**config.mk**
```make
export PLATFORM = sky130hd
export DESIGN_NAME = pipeline_control_unit
export DESIGN_NICKNAME = d
export VERILOG_FILES = /design/src/rtl/pipeline_control_unit.sv
export SDC_FILE = /design/constraint.sdc
export NUM_CORES = 1
export LEC_CHECK = 0
export ABC_CLOCK_PERIOD_IN_PS = 1600
export CORE_ASPECT_RATIO = 1.25
export CORE_MARGIN = 4
export CORE_UTILIZATION = 18
export CTS_BUF_LIST = sky130_fd_sc_hd__clkbuf_16
export DETAILED_ROUTE_END_ITERATION = 10
export PLACE_DENSITY = 0.73
export SLEW_MARGIN = 20
export SYNTH_ARGS = -nofsm -noshare
export SYNTH_HDL_FRONTEND = slang
export SYNTH_SLANG_ARGS = --single-unit
```
**constraint.sdc**
```tcl
create_clock -name clk -period 1.6 [get_ports clk]
set_input_delay 0.32 -clock clk [delete_from_list [all_inputs] [get_ports clk]]
set_output_delay 0.32 -clock clk [all_outputs]
set_load 0.01 [all_outputs]
```
**src/rtl/pipeline_control_unit.sv**
```systemverilog
// Stall/flush sequencer for the 5-stage pipeline: merges cache stalls, load-use and EX redirects into per-stage controls.
// Optional event counters are built when PIPECTRL_PERF_EN is defined.
module pipeline_control_unit #(
    parameter int REG_ADDR_WIDTH = 5,
    parameter int PERF_WIDTH     = 32
) (
    input  logic                      clk,
    input  logic                      reset_n,
    input  logic                      in_stall_from_icache,
    input  logic                      in_stall_from_dcache,
    input  logic                      inMemReadEx,
    input  logic [REG_ADDR_WIDTH-1:0] inDestRegisterEx,
    input  logic [31:0]               inIns,
    input  logic                      inFlushFromJump,
    output logic                      outStallIF,
    output logic                      outStallID,
    output logic                      outBubbleEX,
    output logic                      outStallMEM,
    output logic                      outBubbleWB,
    output logic                      outFlush,
    output logic [1:0]                debug_state
`ifdef PIPECTRL_PERF_EN
    ,
    output logic [PERF_WIDTH-1:0]     outPerfLoadUse,
    output logic [PERF_WIDTH-1:0]     outPerfIcache,
    output logic [PERF_WIDTH-1:0]     outPerfDcache,
    output logic [PERF_WIDTH-1:0]     outPerfFlush
`endif
);

    typedef enum logic [1:0] {
        RUN        = 2'd0,
        LU_BUBBLE  = 2'd1,
        FLUSH_PEND = 2'd2
    } state_t;

    state_t state, state_next;

    logic [REG_ADDR_WIDTH-1:0] rs1, rs2;
    logic [6:0] opcode;
    logic uses_rs2, detect, cache_stall, flush_now, lu_bubble;
    logic unused_ins;

    assign rs1        = REG_ADDR_WIDTH'(inIns[19:15]);
    assign rs2        = REG_ADDR_WIDTH'(inIns[24:20]);
    assign opcode     = inIns[6:0];
    assign unused_ins = ^{inIns[31:25], inIns[14:7]};

    // Only R-type, R-type-W, store and branch formats actually read rs2.
    assign uses_rs2 = (opcode == 7'b0110011) || (opcode == 7'b0111011) ||
                      (opcode == 7'b0100011) || (opcode == 7'b1100011);

    assign detect = inMemReadEx && (inDestRegisterEx != '0) &&
                    ((inDestRegisterEx == rs1) || (uses_rs2 && (inDestRegisterEx == rs2)));

    assign cache_stall = in_stall_from_icache || in_stall_from_dcache;
    assign flush_now   = !cache_stall && (inFlushFromJump || (state == FLUSH_PEND));
    assign lu_bubble   = reset_n && !cache_stall && !flush_now && (state == RUN) && detect;
    assign debug_state = state;

    always_ff @(posedge clk or negedge reset_n) begin
        if (!reset_n) state <= RUN;
        else          state <= state_next;
    end

    always_comb begin
        state_next = state;
        if (inFlushFromJump && cache_stall) begin
            state_next = FLUSH_PEND;
        end else if (in_stall_from_dcache || in_stall_from_icache) begin
            state_next = state;
        end else if (flush_now) begin
            state_next = RUN;
        end else begin
            case (state)
                RUN:       state_next = detect ? LU_BUBBLE : RUN;
                LU_BUBBLE: state_next = RUN;
                default:   state_next = RUN;
            endcase
        end
    end

    always_comb begin
        outStallIF  = 1'b0;
        outStallID  = 1'b0;
        outBubbleEX = 1'b0;
        outStallMEM = 1'b0;
        outBubbleWB = 1'b0;
        outFlush    = 1'b0;
        if (!reset_n) begin
            outFlush = 1'b0;
        end else if (in_stall_from_dcache) begin
            outStallIF  = 1'b1;
            outStallID  = 1'b1;
            outStallMEM = 1'b1;
            outBubbleWB = 1'b1;
        end else if (flush_now) begin
            outFlush    = 1'b1;
            outBubbleEX = 1'b1;
        end else if (in_stall_from_icache) begin
            outStallIF = 1'b1;
        end else if (lu_bubble) begin
            outStallIF  = 1'b1;
            outStallID  = 1'b1;
            outBubbleEX = 1'b1;
        end
    end

`ifdef PIPECTRL_PERF_EN
    // Saturating counters; hold at all-ones rather than wrap.
    always_ff @(posedge clk or negedge reset_n) begin
        if (!reset_n) begin
            outPerfLoadUse <= '0;
            outPerfIcache  <= '0;
            outPerfDcache  <= '0;
            outPerfFlush   <= '0;
        end else begin
            if (lu_bubble && !(&outPerfLoadUse))            outPerfLoadUse <= outPerfLoadUse + 1'b1;
            if (in_stall_from_icache && !(&outPerfIcache))  outPerfIcache  <= outPerfIcache + 1'b1;
            if (in_stall_from_dcache && !(&outPerfDcache))  outPerfDcache  <= outPerfDcache + 1'b1;
            if (outFlush && !(&outPerfFlush))               outPerfFlush   <= outPerfFlush + 1'b1;
        end
    end
`else
    localparam int unused_perf_width = PERF_WIDTH;
`endif

endmodule

```
# Word-level counts from Yosys, hierarchy flattened
# Index checks and enable logic that the tools add are counted.
# classes
n_eq_ne	8
muxes	22
reduce_logical	19
# ops
op	n
$eq A7 B6 Y1 const B	3
$mux W1	20
$eq A5 B5 Y1	2
$logic_and A1 B1 Y1	9
$eq A7 B7 Y1 const B	1
$logic_or A1 B1 Y1	6
$reduce_bool A5 Y1	1
$mux W2	2
$eq A2 B2 Y1 const B	1
$logic_not A1 Y1	2
$logic_not A2 Y1	1
$ne A2 B1 Y1 const B	1
# word_totals
regBits	2
input_bits	43
output_inout_bits	8
wordCells	50

# Depth between registers and ports, before layout
# logic_depth
ltp_word	13
ltp_mapped	4
depth_no_buf	4

# Worst setup path after synthesis
# Ideal clock, no wire load.
# synth_timing
path_type	in2out
startpoint	input inDestRegisterEx[1]
endpoint	output outBubbleEX
arrival_time_ps	1266
required_ps	1280
setup_slack_ps	14
cell_stages	4
n_path_buf	0
cell_sequence	or4_1 > o2111a_2 > nand3_2 > o21bai_1
# synth_between
elab_chain_len	10
word_cells_on_any_way	13
cone_classes	2 x eq/ne; 5 x mux; 6 x reduce/logical
# synth_lines
element	line_no	source
from (decl)	12	input logic [REG_ADDR_WIDTH-1:0] inDestRegisterEx,
$eq A5 B5 Y1	54	((inDestRegisterEx == rs1) || (uses_rs2 && (inDestRegisterEx == rs2)));
$logic_and A1 B1 Y1	54	
$logic_or A1 B1 Y1	54	
$logic_and A1 B1 Y1 (*)	53	assign detect = inMemReadEx && (inDestRegisterEx != '0) &&
$logic_and A1 B1 Y1 (*)	58	assign lu_bubble = reset_n && !cache_stall && !flush_now && (state == RUN) && detect;
$mux W1 (*)	102	end else if (lu_bubble) begin
$mux W1 (*)	100	end else if (in_stall_from_icache) begin
$mux W1 (*)	97	end else if (flush_now) begin
$mux W1 (*)	92	end else if (in_stall_from_dcache) begin
$mux W1 (*)	90	if (!reset_n) begin
to (decl)	17	output logic outBubbleEX,
# Mark *: on every way between the ends. The rest lies on a longest branch, timed or not.

# Final worst setup path
# layout_timing
startpoint	input inDestRegisterEx[4]
endpoint	output outBubbleEX
# The elaborated chain is that of the path after synthesis.

==> impl_metrics.toml <==
[status]
run_status = "finished, violations left"
violations = "setup timing"

[floorplanning]
start_util = 0.190
die_x_um = 44.3
core_area_um2 = 1560
dieArea_um2 = 2370
pin_count = 51
placementRows = 16
die_y_um = 53.4

[placement]
gp_congestion = 0.765
place.port_buffers = 35
hpwl_um = 1040
placed_cell_area_um2 = 752

[clock_tree]
clkTransAtPathRegs_ps = 30
htree_levels = 1
cts_root_buf = "clkbuf_16"
cts_tree = "yes"
hold_buffers = 0
insertion_delay_ps = 220
clock_path_buffers = 2
cts_buffers = 3
clock_sinks = 2

[sta]
max-slew-margin-rel = 0.827
fin_crit_sh = 1.17
fmax_mhz = 534
worst_slack_ps = -274
rsz0062_at_grt = "true"
setup_violations = 3
slew_viol_final = 0
hold_violations = 0
worst_pin_slew_ps = 258
min_period_ps = 1870
timing.setup.tns_ps = -804
whs_ps = 219
finClkSkew_ps = 2.23

[final_layout]
nets = 137
regArea_um2 = 50.0
fillers = 151
largest_register_ffs = 2
antenna_cells = 0
area_growth_pct = 219
drive_above_1_share = 0.457
multi_input_area_um2 = 322
final_area_um2 = 945

[grt]
grt_use_total = 0.131
grt_first_pass_wirelength_um = 2150
grt_overflow = 0
grt_max_degree = 7
grt_pass1_vias = 546
antenna_found_initial = 0

[routing]
detail-route-antenna-nets = 0
drcViolationCount = 0
drtIter0Drc = 9
wl_per_cell_um = 12.9
via_per_inst = 4.46
drt_wl_total_um = 1420
vias = 491
dr.pass1.iters = 4

[logic_synthesis]
synth_most_common_cell = "xor2_1"
synth_xor_area_frac = 0.295
yosysTopAreaCell = "xor2_1"
yosysSeqAreaShare = 0.169
synthMuxAreaShare = 0
synth-simple-area-share = 0.270
synth-compound-area-share = 0.228
synthTopCellsByArea = "xor2_1 (30%), dfrtp_1 (17%), nor2_1 (6.3%), o21bai_1 (5.1%), o2111a_2 (4.2%)"
syn_area_per_cell_um2 = 7.80
ys_async_sr_fraction = 1.00
synthAdderAreaFrac = 0
synth_cell_type_count = 21
synth_edf_count = 0
syn_nets = 81
synth_ff_type = "dfrtp_1"
synth_common_cells = "xor2_1 (10), nor2_1 (5), nand2_1 (3)"
syn_area_um2 = 297
synth_warnings = 0
synth_cells = 38
synth_top_family_by_area = "XOR/XNOR gates"
ys_ff_latch = 2
netlist.area_leader.share = 0.295

[setup_path]
setup.worst_path.start_class = "input port"
cp_data_required_time_ps = 1280
crit_type = "in2out"
critPathMaxFanout = 3
arrival_ps = 1550
cp-end-kind = "output pin"

[power_and_ir_drop]
leakagePower_nw = 0.500
power_mw = 0.618
pwr_density_cell_nw_per_um2 = 654
ir_drop_mv = 0.782

[min_path]
hold_path_class = "in2async"

[flow_run]
cap_viol_max_count = 0
cell families after synthesis:
kind of cell / after synthesis
AO/OA/AOI/OAI: 9
flip-flops: 2
AND/OR/NAND/NOR: 15
buffers and inverters: 2
XOR/XNOR: 10
where the power goes:
| group | switching, mW | total [mW] | internal, mW | leakage, nW |
|---|---|---|---|---|
| logic | 0.0738 | 0.181 | 0.107 | 0.438 |
| registers | 0.00115 | 0.0545 | 0.0533 | 0.0251 |
| clock network | 0.0638 | 0.382 | 0.319 | 0.0370 |
worst max-delay path: stages:
cell and delay (ps):
buf_6 90, buf_6 100, or4_4 460, o2111a_2 290, nand3_2 80, o21bai_1 60
buf_2 140
final timing paths:
kind	cells past startpoint	startpoint	to	slack [ps]
max	7	inDestRegisterEx[4]	outBubbleEX	-270
min	2	reset_n	debug_state[1]	220
max reg2reg	4	debug_state[1]	debug_state[0]	550
min reg2reg	3	debug_state[1]	debug_state[1]	640
max in group asynchronous	2	reset_n	debug_state[0]	1290
min in group clk	3	inFlushFromJump	debug_state[0]	550
layout make-up:
cell class	count	share of cell area
Inverter	1	0.00397
Sequential cell	2	0.0530
Timing Repair Buffer	52	0.499
Tap cell	18	0.0238
Clock buffer	3	0.0795
Multi-Input combinational cell	34	0.340
metal layers:
layer  global-route usage  part of all wire  vias to the layer above
li1                     -                 -                      244
met1                0.108              0.35                      221
met2                0.260              0.56                       24
met3               0.0238             0.075                        2
met4                0.106             0.022                        0
met5                    0                 0                        -
stage by stage:
stage	setup WS [ps]	instances	util
floorplan	13.5	38	-
detailed placement	-1020	102	0.482
global placement	-1040	102	0.482
finish	-274	110	0.605
CTS	-310	109	0.561
global route	-310	110	0.605
placed cells by master, fill, tap and decap left out, types with 2 or more instances in the layout:
cell type	instances
nor2_2	2
o21bai_1	2
dfrtp_1	2
nor2_1	3
dlymetal6s2s_1	11
buf_4	15
xor2_2	3
clkbuf_16	3
nand2_1	3
dlygate4sd2_1	11
buf_6	4
clkdlybuf4s50_1	4
xor2_1	7
buf_2	6
what timing repair did:
action / 4_1_cts / 5_1_grt
setup endpoints to repair: 7 / 4
resized for setup: 59 / 17
buffers inserted: 4 / 1
pin swaps: 12 / 16
Note: power is estimated with default switching activity, not from simulation.
==> edit 1: new RTL, same settings <==
Register the output `debug_state` once more, cleared by the reset; this adds one clock of latency there. The other outputs are not delayed to match.
--- a/src/rtl/pipeline_control_unit.sv
+++ b/src/rtl/pipeline_control_unit.sv
@@ -56,7 +56,13 @@
     assign cache_stall = in_stall_from_icache || in_stall_from_dcache;
     assign flush_now   = !cache_stall && (inFlushFromJump || (state == FLUSH_PEND));
     assign lu_bubble   = reset_n && !cache_stall && !flush_now && (state == RUN) && detect;
-    assign debug_state = state;
+    always_ff @(posedge clk or negedge reset_n) begin
+        if (!reset_n) begin
+            debug_state <= '0;
+        end else begin
+            debug_state <= state;
+        end
+    end
 
     always_ff @(posedge clk or negedge reset_n) begin
         if (!reset_n) state <= RUN;
Behaviour: not the same (Yosys sat finds a counterexample within 4 cycles, from zero or initial values and one cycle with reset_n low).
==> edit 1 against the original RTL <==
- the run still ends with setup timing left
- design area fell by 1.3%
- fmax grew 2.8%
- die area up 14%
- setup slack gained 0.052 ns
- wire length grew 2.3%
- area after synthesis increased by 17%
- sequential cell count grew 2
- count of clock-buffer cells in the layout did not move
- clock skew about the same
- total power is 7.2% higher
- via count increased by 2.6%
- critical path type unchanged
- largest power group unchanged
- highest routed layer is now met3
==> edit 1: results (changes against the original RTL) <==
GRT
----------------------------------------------------------------------------------
All-Layer GR Usage                                                           10.8%   was 13.1%
Wire length of the first global-routing pass                               2100 um   was 2150 um
Fraction of met1 tracks used by global routing                               9.18%   was 10.8%

STATUS
----------------------------------------------------------------------------------
Run status                                                            finished with violations   unchanged
Failing checks                                                        setup timing   unchanged

TIMING
----------------------------------------------------------------------------------
Final setup TNS                                                          -0.638 ns   was -0.804 ns
Largest clock skew in the final design                                  0.00247 ns   was 0.00223 ns
Final number of setup-violating endpoints                                        3   unchanged
Worst Setup Slack, final                                                 -0.222 ns   was -0.274 ns

FINISH
----------------------------------------------------------------------------------
Share of final-layout standard cells stronger than drive strength 1          42.4%   was 45.7%
Number of fillers in the final layout                                          169   was 151
Count of non-filler cells in the finished layout                               111   was 110

PLACEMENT
----------------------------------------------------------------------------------
Pre-CTS WS                                                                -1.10 ns   was -1.02 ns
Last weighted congestion value of the routability-driven placer              0.833   was 0.765
Total placed instance area                                                 803 um2   was 752 um2

LOGIC SYNTHESIS
----------------------------------------------------------------------------------
Top area cells in the synthesized netlist                             dfrtp_1 29%, xor2_1 25%, nor2_1 5.4%   was xor2_1 30%, dfrtp_1 17%, nor2_1 6.3%
Sequential cell area fraction in the yosys report                            28.9%   was 16.9%
Number of nets produced by synthesis                                            83   was 81
Gate count of the mapped netlist                                                40   was 38
Xor/xnor cell area share of the yosys netlist                                25.3%   was 29.5%
Cell types with the highest counts after synthesis                    10 x xor2_1, 5 x nor2_1, 4 x dfrtp_1, 3 x nand2_1, 2 x o21bai_1   was 10 x xor2_1, 5 x nor2_1, 3 x nand2_1, 2 x dfrtp_1, 2 x o21bai_1

PWR
----------------------------------------------------------------------------------
Internal Power                                                            0.525 mW   was 0.479 mW

SETUP PATH
----------------------------------------------------------------------------------
Biggest cell delay along the critical path                                 0.52 ns   was 0.46 ns
Critical path data arrival time                                            1.50 ns   was 1.55 ns

ROUTING
----------------------------------------------------------------------------------
Initial drt markers                                                              4   was 9
Total routed wirelength                                                    1450 um   was 1420 um
Number of iterations in the first detailed-routing pass                          2   was 4
Routed vias/inst                                                              4.54   was 4.46

edit 1: power by group through the flow:
stage / clock network, mW / logic (mW) / registers [mW]
floorplan: 0 / 0.0410 / 0.111
global placement: 0 / 0.163 / 0.109
detailed placement: 0 / 0.166 / 0.109
CTS: 0.391 / 0.167 / 0.108
global route: 0.399 / 0.182 / 0.109
finish: 0.384 / 0.170 / 0.108
edit 1: what timing repair did:
item	CTS	global route
gates resized for setup	70	8
pin swaps	19	12
buffers inserted	3	0
setup endpoints to repair	7	4
edit 1: cell type report:
| type | instances | area (um2) | share of cell area [%] |
|---|---|---|---|
| sequential | 4 | 100 | 10.7 |
| multi-input combinational | 34 | 305 | 32.8 |
| timing repair buffer | 50 | 424 | 45.5 |
| tap | 19 | 23.8 | 2.55 |
| clock buffer | 3 | 75.1 | 8.05 |
| inverter | 1 | 3.75 | 0.403 |
edit 1: layer usage:
layer / vias to the layer above / wire (um) / part of all wire [%]
met4: 0 / 0 / 0
li1: 247 / - / -
met5: - / 0 / 0
met2: 20 / 843 / 58
met1: 237 / 452 / 31
met3: 0 / 159 / 11
edit 1: final timing paths:
path	to	from	slack, ns
worst max-delay path	outBubbleEX	inDestRegisterEx[4]	-0.22
worst min register to register	debug_state[0]$_DFF_PN0_	state[0]$_DFFE_PN0P_	0.37
min in group clk	debug_state[0]$_DFF_PN0_	state[0]$_DFFE_PN0P_	0.37
worst min-delay path	state[1]$_DFFE_PN0P_	reset_n	0.25
worst max register to register	state[0]$_DFFE_PN0P_	state[1]$_DFFE_PN0P_	0.54
max in group asynchronous	debug_state[0]$_DFF_PN0_	reset_n	1.24
edit 1: cells by family (layout without fill, tap and decap cells):
logic type | Yosys count | in the layout
flops | 4 | 4
xor+xnor | 10 | 10
compound gates | 9 | 9
simple gates | 15 | 15
buf+inv | 2 | 54
==> edit 2: new RTL, same flow settings <==
Without the edit above. The parameter `REG_ADDR_WIDTH` goes from 5 to 7.
--- a/src/rtl/pipeline_control_unit.sv
+++ b/src/rtl/pipeline_control_unit.sv
@@ -1,7 +1,7 @@
 // Stall/flush sequencer for the 5-stage pipeline: merges cache stalls, load-use and EX redirects into per-stage controls.
 // Optional event counters are built when PIPECTRL_PERF_EN is defined.
 module pipeline_control_unit #(
-    parameter int REG_ADDR_WIDTH = 5,
+    parameter int REG_ADDR_WIDTH = 7,
     parameter int PERF_WIDTH     = 32
 ) (
     input  logic                      clk,
Ports: changed (resized inDestRegisterEx); port bits go from 51 to 53. The function was not compared with the original's and may differ.
==> edit 2 against the original RTL <==
- final cell count rose by 2.7%
- largest cell class unchanged
- setup slack better by 0.12 ns
- synthesized cell count rose by 2.6%
- sequential share of layout area is essentially flat
- total power up 0.44%
- design area shrank 0.26%
- area after synthesis grew 5.9%
- wire length rose by 7.4%
- register-to-register slack lost 0.06 ns
- sequential cell count unchanged
- the run still ends with setup timing left
==> edit 2: results (changes against the original RTL) <==
STATUS
----------------------------------------------------------------------------------
Run status                                                            finished with violations   unchanged
Failing checks                                                        setup timing   unchanged

SETUP PATH
----------------------------------------------------------------------------------
Register-to-Register Setup Slack                                           0.49 ns   was 0.55 ns
Critical path data arrival time                                            1.44 ns   was 1.55 ns
Highest net fanout along the worst path                                          4   was 3
Biggest cell delay along the critical path                                 0.26 ns   was 0.46 ns
Endpoint of the worst-slack reg-to-reg timing path                    debug_state[0]$_DFFE_PN0P_   unchanged
Worst R2R Path Depth                                                             5   was 4
Reg2reg start                                                         debug_state[1]$_DFFE_PN0P_   unchanged
Highest-delay cell along the critical path                                  nor4_2   was or4_4

PLACEMENT
----------------------------------------------------------------------------------
HPWL after DPL                                                             1160 um   was 1040 um
Count of input and output buffers                                               37   was 35
Last weighted congestion value of the routability-driven placer              0.769   was 0.765

TIMING
----------------------------------------------------------------------------------
Slew @ Worst Pin                                                          0.260 ns   was 0.258 ns
Final setup TNS                                                          -0.454 ns   was -0.804 ns
Worst Setup Slack, final                                                 -0.156 ns   was -0.274 ns
Final number of setup-violating endpoints                                        3   unchanged
Largest clock skew in the final design                                  0.00237 ns   was 0.00223 ns

FINISH
----------------------------------------------------------------------------------
Share of final-layout standard cells stronger than drive strength 1          54.7%   was 45.7%
Nets                                                                           142   was 137
Count of antenna diodes in the layout                                            0   unchanged

LOGIC SYNTHESIS
----------------------------------------------------------------------------------
Top area cells in the synthesized netlist                             dfrtp_1 16%, xnor2_1 14%, xor2_1 14%   was xor2_1 30%, dfrtp_1 17%, nor2_1 6.3%
Number of nets produced by synthesis                                            84   was 81
Sequential cell area fraction in the yosys report                            15.9%   was 16.9%
Unique masters post-synth                                                       18   was 21
Count of yosys warnings during synthesis                                         0   unchanged
Cell types with the highest counts after synthesis                    6 x nor2_1, 5 x xnor2_1, 5 x xor2_1, 4 x a31o_1   was 10 x xor2_1, 5 x nor2_1, 3 x nand2_1, 2 x dfrtp_1, 2 x o21bai_1

ROUTING
----------------------------------------------------------------------------------
Routed vias/inst                                                              4.68   was 4.46
Initial drt markers                                                              6   was 9
Total routed wirelength                                                    1530 um   was 1420 um

PWR
----------------------------------------------------------------------------------
Net switching component of the power                                      0.140 mW   was 0.139 mW
Leakage Power                                                             0.474 nW   was 0.500 nW
Max rail drop VDD                                                         0.876 mV   was 0.782 mV

GRT
----------------------------------------------------------------------------------
Number of global-route vias before repair                                      552   was 546
Pin count of the biggest net entering global routing                             5   was 7
All-Layer GR Usage                                                           13.5%   was 13.1%
Fraction of met1 tracks used by global routing                               11.3%   was 10.8%
Met2 GRT Util                                                                24.5%   was 26.0%
Global-route met3 utilization                                                3.95%   was 2.38%

==> edit 2: cell count changes in the layout (fill, tap and decap cells not counted), moves of 3 or more <==
cell / unedited run / this run
dlymetal6s2s_1: 11 / 4
buf_2: 6 / 11
a31o_1: 0 / 4
xor2_1: 7 / 3
nand2_1: 3 / 0
xnor2_1: 0 / 3
==> edit 2: worst max path at each step <==
stage | cells past startpoint | end | slack, ns | from
2_1_floorplan | 5 | outBubbleEX | 0.11 | inIns[2]
3_3_place_gp | 7 | outStallID | -0.92 | inDestRegisterEx[4]
3_5_place_dp | 7 | outStallID | -0.95 | inDestRegisterEx[4]
4_1_cts | 7 | outStallID | -0.17 | inIns[20]
5_1_grt | 7 | outStallIF | -0.21 | inIns[20]
6_report | 7 | outStallID | -0.16 | inIns[20]
==> edit 2: repair_timing <==
| item | CTS | global route |
|---|---|---|
| resized for setup | 97 | 12 |
| buffers inserted | 3 | 1 |
| pin swaps | 19 | 7 |
| setup endpoints to repair | 6 | 6 |
==> edit 2: cell families after synthesis <==
family / after synthesis / share of synthesized area [%]
mux: 1 / 3.19
compound gates: 7 / 18.3
simple gates: 17 / 31.1
xor+xnor: 10 / 27.9
flops: 2 / 15.9
buf+inv: 2 / 3.59
==> edit 2: routing by layer <==
layer	vias to the layer above	share of wire [%]
met2	31	53
met1	238	32
met5	-	0
li1	254	-
met3	6	11
met4	0	3.5
==> edit 2: power groups by stage <==
stage	clock (mW)	combinational (mW)	sequential (mW)
final	0.385	0.181	0.0550
after global routing	0.403	0.194	0.0551
after CTS	0.392	0.174	0.0547
after detailed placement	0	0.175	0.0548
after global placement	0	0.174	0.0547
after floorplan	0	0.0464	0.0565
==> edit 2: cell type report <==
class	instances	area [um2]
sequential	2	50.0
inverter	1	3.75
clock buffer	3	75.1
timing repair buffer	54	439
fill	168	659
multi-input combinational	35	352
tap	18	22.5
==> edit 2: per-stage QoR <==
stage / cell area [um2] / cells / setup WS, ns
finish: 942 / 113 / -0.156
detailed placement: 797 / 106 / -0.948
global placement: 797 / 106 / -0.917
global route: 942 / 113 / -0.208
CTS: 905 / 112 / -0.173
floorplan: 314 / 39 / 0.109
==> edit 2: critical path: cells and delay by family <==
kind                      cells  cell delay [ns]
xor gates and xnor gates      1             0.16
buffers and inverters         2             0.22
AOI/OAI and AO/OA             2             0.30
and+or+nand+nor               2             0.44
